===== src/rtl/branch_pc_unit_if.sv =====
// Bus bundle for the branch/PC stage: PC load, branch request
// and the resolved-branch results.
interface branch_pc_unit_if #(
  parameter int WIDTH = 32,
  parameter int CNT_W = 16
);
  logic             pc_write;
  logic [WIDTH-1:0] pc_next_in;
  logic             start;
  logic [1:0]       br_type;
  logic [WIDTH-1:0] rs_val;
  logic [WIDTH-1:0] rt_val;
  logic [15:0]      offset;
  logic [WIDTH-1:0] pc_out;
  logic             busy;
  logic             done;
  logic             taken;
  logic [CNT_W-1:0] taken_cnt;

  modport master (
    output pc_write, pc_next_in, start,
    output br_type, rs_val, rt_val, offset,
    input  pc_out, busy, done, taken, taken_cnt
  );

  modport slave (
    input  pc_write, pc_next_in, start,
    input  br_type, rs_val, rt_val, offset,
    output pc_out, busy, done, taken, taken_cnt
  );
endinterface


===== src/rtl/branch_pc_unit.sv =====
// Multicycle branch resolution and PC register:
// IDLE -> CMP -> DECIDE -> UPDATE, all outputs registered.
module branch_pc_unit #(
  parameter int               WIDTH    = 32,
  parameter logic [WIDTH-1:0] RESET_PC = '0,
  parameter int               CNT_W    = 16
) (
  input logic             clk,
  input logic             reset_n,
  branch_pc_unit_if.slave bus
);

  typedef enum logic [1:0] {
    S_IDLE,
    S_CMP,
    S_DECIDE,
    S_UPDATE
  } state_t;

  state_t           state_q, state_d;
  logic [1:0]       type_q, type_d;
  logic [WIDTH-1:0] rs_q, rs_d;
  logic [WIDTH-1:0] rt_q, rt_d;
  logic [15:0]      off_q, off_d;
  logic             eq_q, eq_d;
  logic             gt_q, gt_d;
  logic             cond_q, cond_d;
  logic [WIDTH-1:0] tgt_q, tgt_d;
  logic [WIDTH-1:0] pc_q, pc_d;
  logic             busy_q, busy_d;
  logic             done_q, done_d;
  logic             taken_q, taken_d;
  logic [CNT_W-1:0] cnt_q, cnt_d;
  logic [WIDTH-1:0] off_ext;

  // word offset -> byte offset, sign-extended to the PC width
  assign off_ext = {{(WIDTH-18){off_q[15]}}, off_q, 2'b00};

  always_comb begin
    state_d = state_q;
    type_d  = type_q;
    rs_d    = rs_q;
    rt_d    = rt_q;
    off_d   = off_q;
    eq_d    = eq_q;
    gt_d    = gt_q;
    cond_d  = cond_q;
    tgt_d   = tgt_q;
    pc_d    = pc_q;
    busy_d  = busy_q;
    done_d  = 1'b0;
    taken_d = taken_q;
    cnt_d   = cnt_q;
    unique case (state_q)
      S_IDLE: begin
        if (bus.start) begin
          type_d  = bus.br_type;
          rs_d    = bus.rs_val;
          rt_d    = bus.rt_val;
          off_d   = bus.offset;
          busy_d  = 1'b1;
          state_d = S_CMP;
        end else if (bus.pc_write) begin
          pc_d = bus.pc_next_in;
        end
      end
      S_CMP: begin
        eq_d    = (rs_q == rt_q);
        gt_d    = ($signed(rs_q) > $signed(rt_q));
        state_d = S_DECIDE;
      end
      S_DECIDE: begin
        unique case (type_q)
          2'b00: cond_d = eq_q;
          2'b01: cond_d = !eq_q;
          2'b10: cond_d = !gt_q;
          2'b11: cond_d = gt_q;
        endcase
        tgt_d   = pc_q + off_ext;
        state_d = S_UPDATE;
      end
      S_UPDATE: begin
        if (cond_q) begin
          pc_d = tgt_q;
          if (cnt_q != '1) cnt_d = cnt_q + CNT_W'(1);
        end
        taken_d = cond_q;
        done_d  = 1'b1;
        busy_d  = 1'b0;
        state_d = S_IDLE;
      end
    endcase
  end

  always_ff @(posedge clk or negedge reset_n) begin
    if (!reset_n) begin
      state_q <= S_IDLE;
      type_q  <= '0;
      rs_q    <= '0;
      rt_q    <= '0;
      off_q   <= '0;
      eq_q    <= 1'b0;
      gt_q    <= 1'b0;
      cond_q  <= 1'b0;
      tgt_q   <= '0;
      pc_q    <= RESET_PC;
      busy_q  <= 1'b0;
      done_q  <= 1'b0;
      taken_q <= 1'b0;
      cnt_q   <= '0;
    end else begin
      state_q <= state_d;
      type_q  <= type_d;
      rs_q    <= rs_d;
      rt_q    <= rt_d;
      off_q   <= off_d;
      eq_q    <= eq_d;
      gt_q    <= gt_d;
      cond_q  <= cond_d;
      tgt_q   <= tgt_d;
      pc_q    <= pc_d;
      busy_q  <= busy_d;
      done_q  <= done_d;
      taken_q <= taken_d;
      cnt_q   <= cnt_d;
    end
  end

  assign bus.pc_out    = pc_q;
  assign bus.busy      = busy_q;
  assign bus.done      = done_q;
  assign bus.taken     = taken_q;
  assign bus.taken_cnt = cnt_q;

endmodule


===== src/flat_wrapper.sv =====
// flat-port wrapper written by rule: the top's interface ports become plain ports
module branch_pc_unit_flat 
#(
  parameter int               WIDTH    = 32,
  parameter logic [WIDTH-1:0] RESET_PC = '0,
  parameter int               CNT_W    = 16
)
  (clk, reset_n, bus_pc_write, bus_pc_next_in, bus_start, bus_br_type, bus_rs_val, bus_rt_val, bus_offset, bus_pc_out, bus_busy, bus_done, bus_taken, bus_taken_cnt);
  branch_pc_unit_if #(.WIDTH(WIDTH), .CNT_W(CNT_W)) bus_i ();
  input logic clk;
  input logic reset_n;
  input wire logic [$bits(bus_i.pc_write)-1:0] bus_pc_write;
  input wire logic [$bits(bus_i.pc_next_in)-1:0] bus_pc_next_in;
  input wire logic [$bits(bus_i.start)-1:0] bus_start;
  input wire logic [$bits(bus_i.br_type)-1:0] bus_br_type;
  input wire logic [$bits(bus_i.rs_val)-1:0] bus_rs_val;
  input wire logic [$bits(bus_i.rt_val)-1:0] bus_rt_val;
  input wire logic [$bits(bus_i.offset)-1:0] bus_offset;
  output wire logic [$bits(bus_i.pc_out)-1:0] bus_pc_out;
  output wire logic [$bits(bus_i.busy)-1:0] bus_busy;
  output wire logic [$bits(bus_i.done)-1:0] bus_done;
  output wire logic [$bits(bus_i.taken)-1:0] bus_taken;
  output wire logic [$bits(bus_i.taken_cnt)-1:0] bus_taken_cnt;
  assign bus_i.pc_write = bus_pc_write;
  assign bus_i.pc_next_in = bus_pc_next_in;
  assign bus_i.start = bus_start;
  assign bus_i.br_type = bus_br_type;
  assign bus_i.rs_val = bus_rs_val;
  assign bus_i.rt_val = bus_rt_val;
  assign bus_i.offset = bus_offset;
  assign bus_pc_out = bus_i.pc_out;
  assign bus_busy = bus_i.busy;
  assign bus_done = bus_i.done;
  assign bus_taken = bus_i.taken;
  assign bus_taken_cnt = bus_i.taken_cnt;
  branch_pc_unit #(.WIDTH(WIDTH), .RESET_PC(RESET_PC), .CNT_W(CNT_W)) u_core (.clk(clk), .reset_n(reset_n), .bus(bus_i));
endmodule

===== config.mk =====
export PLATFORM = sky130hd
export DESIGN_NAME = branch_pc_unit_flat
export DESIGN_NICKNAME = d
export VERILOG_FILES = /design/src/rtl/branch_pc_unit_if.sv /design/src/rtl/branch_pc_unit.sv /design/src/flat_wrapper.sv
export SDC_FILE = /design/constraint.sdc
export NUM_CORES = 1
export LEC_CHECK = 0
export ABC_CLOCK_PERIOD_IN_PS = 3200
export CAP_MARGIN = 10
export CORE_AREA = 8 8 161 163
export CTS_CLUSTER_DIAMETER = 80
export CTS_CLUSTER_SIZE = 30
export DETAILED_ROUTE_END_ITERATION = 7
export DIE_AREA = 0 0 169 171
export PLACE_DENSITY = 0.6
export SLEW_MARGIN = 20
export SYNTH_ARGS = -nofsm -noshare
export SYNTH_HDL_FRONTEND = slang
export SYNTH_SLANG_ARGS = --single-unit

===== constraint.sdc =====
create_clock -name clk -period 3.2 [get_ports clk]
set_input_delay 0.32 -clock clk [delete_from_list [all_inputs] [get_ports clk]]
set_output_delay 0.32 -clock clk [all_outputs]
set_load 0.02 [all_outputs]

## Word-level counts from Yosys, hierarchy flattened

Index checks and enable logic that the tools add are counted.

| storage, ports and cells | value |
|---|---|
| register bits after elaboration | 170 |
| latch bits | 0 |
| RAM bits | 0 |
| bits in read-only memories | 0 |
| bits of input ports | 118 |
| output and inout port bits | 51 |
| logic and storage cells | 48 |
| memories kept | 0 |

| cells by class | value |
|---|---|
| $add $sub $neg | 2 |
| $mul | 0 |
| divide/modulo/power cells | 0 |
| magnitude comparators | 1 |
| equal/unequal tests | 12 |
| shift-type cells | 0 |
| muxes and demuxes | 10 |
| bitwise gates (word level) | 0 |
| reductions and logical operators | 9 |

Operators by type and width:

| kind | count |
|---|---|
| $mux W32 | 3 |
| $pmux W32 S2 | 1 |
| $add A32 B32 Y32 | 1 |
| $eq A32 B32 Y1 | 1 |
| $gt A32 B32 Y1 | 1 |
| $add A16 B1 Y16 const B | 1 |
| $ne A16 B16 Y1 const B | 1 |
| $eq A2 B2 Y1 const B | 4 |
| $pmux W2 S4 | 1 |
| $ne A2 B2 Y1 const B | 3 |
| $eq A2 B1 Y1 const B | 2 |
| $logic_not A2 Y1 | 2 |
| $pmux W1 S4 | 1 |
| $reduce_and A2 Y1 | 2 |
| $reduce_and A4 Y1 | 1 |
| $reduce_and A3 Y1 | 1 |
| $logic_not A1 Y1 | 2 |
| $mux W1 | 2 |
| $mux W2 | 1 |
| $ne A2 B1 Y1 const B | 1 |
| $pmux W1 S2 | 1 |
| $reduce_bool A2 Y1 | 1 |

## Depth between registers and ports, before layout

Gate-level depths: netlist of the first run.

| logic depth | value |
|---|---|
| depth in word-level cells | 3 |
| mapped depth | 9 |
| mapped depth without buffers | 9 |

## Worst setup path before layout of the first run

No wires, ideal clock.

| timing path | value |
|---|---|
| path kind | reg-to-reg |
| from | register u_core.pc_q[2], in the netlist u_core.bus.pc_out[2] |
| to | register u_core.tgt_q[24] |
| library setup time | 0.125 ns |
| arrival | 2.571 ns |
| data required time | 3.075 ns |
| slack | 0.504 ns |
| cell stages (with the launch flop) | 10 |
| path buffers | 0 |
| period minus slack after synthesis | 2.696 ns |
| path through | dfrtp_1 > ha_1 > fa_1 > a211oi_2 > o31ai_2 > a21boi_2 > a41oi_2 > a41o_2 > xor2_1 > mux2_2 |

| between the ends | value |
|---|---|
| longest elaborated chain between the ends | 1 |

RTL lines:

| element | line | source |
|---|---|---|
| start: declaration | branch_pc_unit.sv:29 | `logic [WIDTH-1:0] pc_q, pc_d;` |
| start signal: assignment | branch_pc_unit.sv:121 | `pc_q <= pc_d;` |
| $add A32 B32 Y32 | branch_pc_unit.sv:79 | `tgt_d = pc_q + off_ext;` |
| end signal: assignment | branch_pc_unit.sv:120 | `tgt_q <= tgt_d;` |
| end: declaration | branch_pc_unit.sv:28 | `logic [WIDTH-1:0] tgt_q, tgt_d;` |

Every way passes these cells.
A chain may end at the register's enable or synchronous reset.

## Final worst setup path of the first run

Ends and elaborated chain as after synthesis.

==> impl.org, run 1 <==
** Outcome
- The run finished with clean final reports.

** Placement
- After legalization and detailed placement, the total HPWL measured approximately 17 mm.
- The placed instances occupy a cell area of 11300 sq um.
- Weighted congestion at the end of routability-driven global placement :: 0.919
- Port buffering added between 150 and 200 buffers.

** STA
- The routed design could run at a clock period as short as 2.82 ns.
- In the final timing run, aggregate negative setup slack is 0 ns.
- For the pin with the worst max-slew slack, the measured transition is 0.670 ns.
- Hold violation total from the final report :: 0
- After layout, the worst path uses 88.1% of the clock period.
- Setup violations remaining at the end of the flow were counted as 0.
- The number of max-slew violations in the final report came to 0.
- RSZ-0062 raised after global routing :: no
- Static timing analysis puts the maximum clock frequency at 355 MHz.
- Setup clock skew after layout :: about 0.012 ns
- Headroom to the max-slew limit :: 55.3%

** Worst setup path
- Cell count of the worst reg-to-reg path :: 9
- CP Launch Type :: flip-flop
- Slowest CP cell :: sky130_fd_sc_hd__fa_1
- Critical setup path kind :: flip-flop to flip-flop
- Counting both buffers and inverters, the worst setup path holds a total of 0.
- The startpoint identified for the worst register-to-register timing path is u_core.bus.pc_out[2].
- Data arrives at the worst endpoint at 3.14 ns.
- Critical Path Max Stage Delay :: 0.43 ns
- Minimum setup slack among reg-to-reg paths :: about 0.38 ns
- Among cell families on the critical path, the largest total delay comes from compound AO/OA/AOI/OAI gates.
- The critical path goes through ha_1 > fa_1 > a211oi_2 > o31ai_2 > a21boi_2 > a41oi_2 > a41o_2 > xor2_1 > mux2_2.
- Element type at the critical path end :: flip-flop
- The endpoint identified for the worst register-to-register timing path is u_core.tgt_q[24].
- At the worst endpoint, the required time is 3.52 ns.
- Peak fanout along the critical path :: 3

** Power and ir drop
- IR analysis of the VDD net gives a maximum drop of just over 0.4 mV.
- Power density over cell area :: 1160 nW/um^2
- Static leakage :: 5.10 nW

** Yosys
- Area leader, netlist :: sky130_fd_sc_hd__dfrtp_1
- Ys Warns :: 0
- Register area share after synthesis :: 46.3%
- Main area contributors after synthesis :: sky130_fd_sc_hd__dfrtp_1, sky130_fd_sc_hd__mux2_2, sky130_fd_sc_hd__ha_1, sky130_fd_sc_hd__a21oi_1, sky130_fd_sc_hd__mux2i_1
- Synthesis inferred 170 register bits.
- The top cell type by area accounts for 46.3% of the synthesized area.
- In this run, distinct cell masters in the synthesized netlist total between 60 and 70.
- The synthesized netlist occupies a cell area of 9200 sq um.
- Counting flops with an async set or reset pin after synthesis yields a share of 100%.
- When the netlist entered floorplanning its net count stood at roughly 1000.
- Avg Synthesized Cell Area :: 10.9 sq um
- Count leader, synth :: sky130_fd_sc_hd__dfrtp_1
- Most common library cells after synthesis :: sky130_fd_sc_hd__dfrtp_1, sky130_fd_sc_hd__mux2_2, sky130_fd_sc_hd__a21oi_1, sky130_fd_sc_hd__ha_1, sky130_fd_sc_hd__nor2_1
- In the synthesized netlist the dominant register cell turns out to be sky130_fd_sc_hd__dfrtp_1.
- Yosys mapped a number of flops with a built-in enable equal to 0.
- Mapped Cells :: 840

** Flow run
- Max-cap viol count :: 0

** Clocking
- Number of setup buffers added after CTS :: 0
- The longest clock path from root to sink contains 2 buffers.
- Number of buffers added by the clock tree synthesis step :: 17
- Number of sinks handled by clock tree synthesis :: 170
- Clock-pin slew was measured on the worst setup and hold paths at 0.07 ns.
- Hold-fix buffers at CTS :: 1
- TritonCTS built the clock tree.
- Clock insertion delay at the later pin of the skew report :: 0.44 ns
- The clock tree synthesis step divided the H-tree into 4 levels.
- After clock tree synthesis, the repair step resized 0 gates.
- Root cell of the clock tree :: sky130_fd_sc_hd__clkbuf_16

** GRT
- In the global route stage, met3 resource usage came out at 5.78%.
- Met2 global-route usage :: 26.0%
- Global-route wire length before repair :: 37.4 mm
- Remaining global-route overflow :: 0
- Entering global routing, the biggest net connects 72 pins.
- For met1 alone, demand over resource in global routing was 20.6%.
- Via count of the first global-routing pass :: 7041
- met2 is the most crowded layer.
- GRT Resource Usage Total :: 16.2%
- The initial antenna violation count was 3.

** Routing
- In the routed design, unresolved DRC markers number 0.
- First-pass iteration count of the detailed router :: 5
- Wirelength, routed :: 22.7 mm
- In the routed layout, each cell is associated on average with a via count of 5.05.
- Number of DRC violations after detailed-routing iteration 0 :: 381
- In this run the remaining antenna-violating nets after routing total 0.
- Summing over every cut layer, the via total after detailed routing is 6756.
- Dividing the detail-routed wire length by the instance count gives 16.9 um.

** Layout
- Final Net Count :: 1191
- Fraction of final layout cells sized beyond drive strength 1 :: 16.6%
- Filler Cells Inserted :: 2163
- With fillers left out, the area of the finished cells amounts to 11900 sq um.
- Compared with the post-synthesis result, the final layout area differs by 29.0%.

** Floorplanning
- Area of the core :: 23300 sq um
- DIE AREA :: roughly 29000 sq um
- From bottom edge to top edge, the die measures approximately 170 um.
- Starting Density :: 39.5%
- Number of rows created at floorplan :: 56
- For this design the top-level I/O count stands at 169.
- From left edge to right edge, the die measures 169 um.

** Min path
- Hold Crit Class :: primary input to asynchronous set/reset pin
-- logic make-up (layout without fill, tap and decap cells) --
logic type	Yosys count	in the layout	synth area share [%]
other	0	1	0
flip-flops	170	170	46.3
buffers and inverters	70	249	3.05
AND/OR/NAND/NOR	194	194	9.92
adder cells (fa/ha/maj)	67	67	9.20
XOR/XNOR	37	37	3.52
AO/OA/AOI/OAI	157	157	10.7
multiplexers	145	145	17.3
-- metal layers --
metal / routed length [um] / vias to the layer above
li1: - / 3345
met1: 10400 / 3206
met2: 10300 / 179
met3: 1660 / 20
met4: 240 / 6
met5: 45 / -
-- power breakdown --
group | internal [W] | total [W] | switching, W
clock | 0.00105 | 0.00206 | 0.00101
sequential | 0.00321 | 0.00391 | 0.000709
combinational | 0.00366 | 0.00779 | 0.00413
-- cell usage in the layout (no fill, tap or decap), types with 23 or more instances in the layout --
cell                                n
sky130_fd_sc_hd__a21oi_1           77
sky130_fd_sc_hd__clkdlybuf4s50_1  167
sky130_fd_sc_hd__dfrtp_1          170
sky130_fd_sc_hd__ha_1              64
sky130_fd_sc_hd__inv_1             41
sky130_fd_sc_hd__mux2_2           108
sky130_fd_sc_hd__mux2i_1           36
sky130_fd_sc_hd__nand2_1           56
sky130_fd_sc_hd__nor2_1            61
sky130_fd_sc_hd__o21ai_0           23
sky130_fd_sc_hd__xnor2_1           27
-- layout make-up --
type	count	area, sq um	share of cell area, %
clock inverters	15	170	1.43
inverters	41	154	1.30
flip-flops and latches	170	4250	35.9
diodes	1	2.50	0.0211
well taps	319	399	3.37
clock buffers	17	425	3.59
multi-input cells	600	4680	39.5
repair buffers	176	1770	14.9
-- worst max path at each step --
stage / cells past startpoint / end / start / slack (ns)
floorplan: 9 / u_core.tgt_q[24] / u_core.bus.pc_out[2] / 0.50
global placement: 9 / u_core.tgt_q[24] / u_core.bus.pc_out[2] / 0.44
detailed placement: 9 / u_core.tgt_q[24] / u_core.bus.pc_out[2] / 0.40
CTS: 9 / u_core.tgt_q[24] / u_core.bus.pc_out[2] / 0.38
global route: 9 / u_core.tgt_q[24] / u_core.bus.pc_out[2] / 0.23
finish: 9 / u_core.tgt_q[24] / u_core.bus.pc_out[2] / 0.38
-- registers in the layout (all words and copies together), names as in the netlist --
register,count
u_core.tgt_q,32
u_core.state_q,2
u_core.bus.done,1
u_core.bus.pc_out,32
u_core.rt_q,32
u_core.bus.taken_cnt,16
u_core.cond_q,1
u_core.bus.busy,1
u_core.eq_q,1
u_core.bus.taken,1
u_core.gt_q,1
u_core.off_q,16
u_core.type_q,2
u_core.rs_q,32
-- through the flow --
stage / utilization, % / worst slack [ns] / hold slack (ns) / power [W] / std cells
2_1_floorplan: - / 0.504 / 0.0244 / 0.00958 / 840
6_report: 51.0 / 0.380 / 0.461 / 0.0138 / 1339
3_5_place_dp: 48.4 / 0.397 / 0.383 / 0.0118 / 1305
5_1_grt: 51.0 / 0.230 / 0.478 / 0.0150 / 1338
3_3_place_gp: 48.4 / 0.436 / 0.391 / 0.0116 / 1305
4_1_cts: 51.0 / 0.380 / 0.473 / 0.0139 / 1338
(Power assumes the default switching activity.)
==> run 2, diff against run 1 <==
- ABC_AREA: unset -> 0
==> results of run 2 <==
Final layout, timing and power as in run 1 (identical DEF).
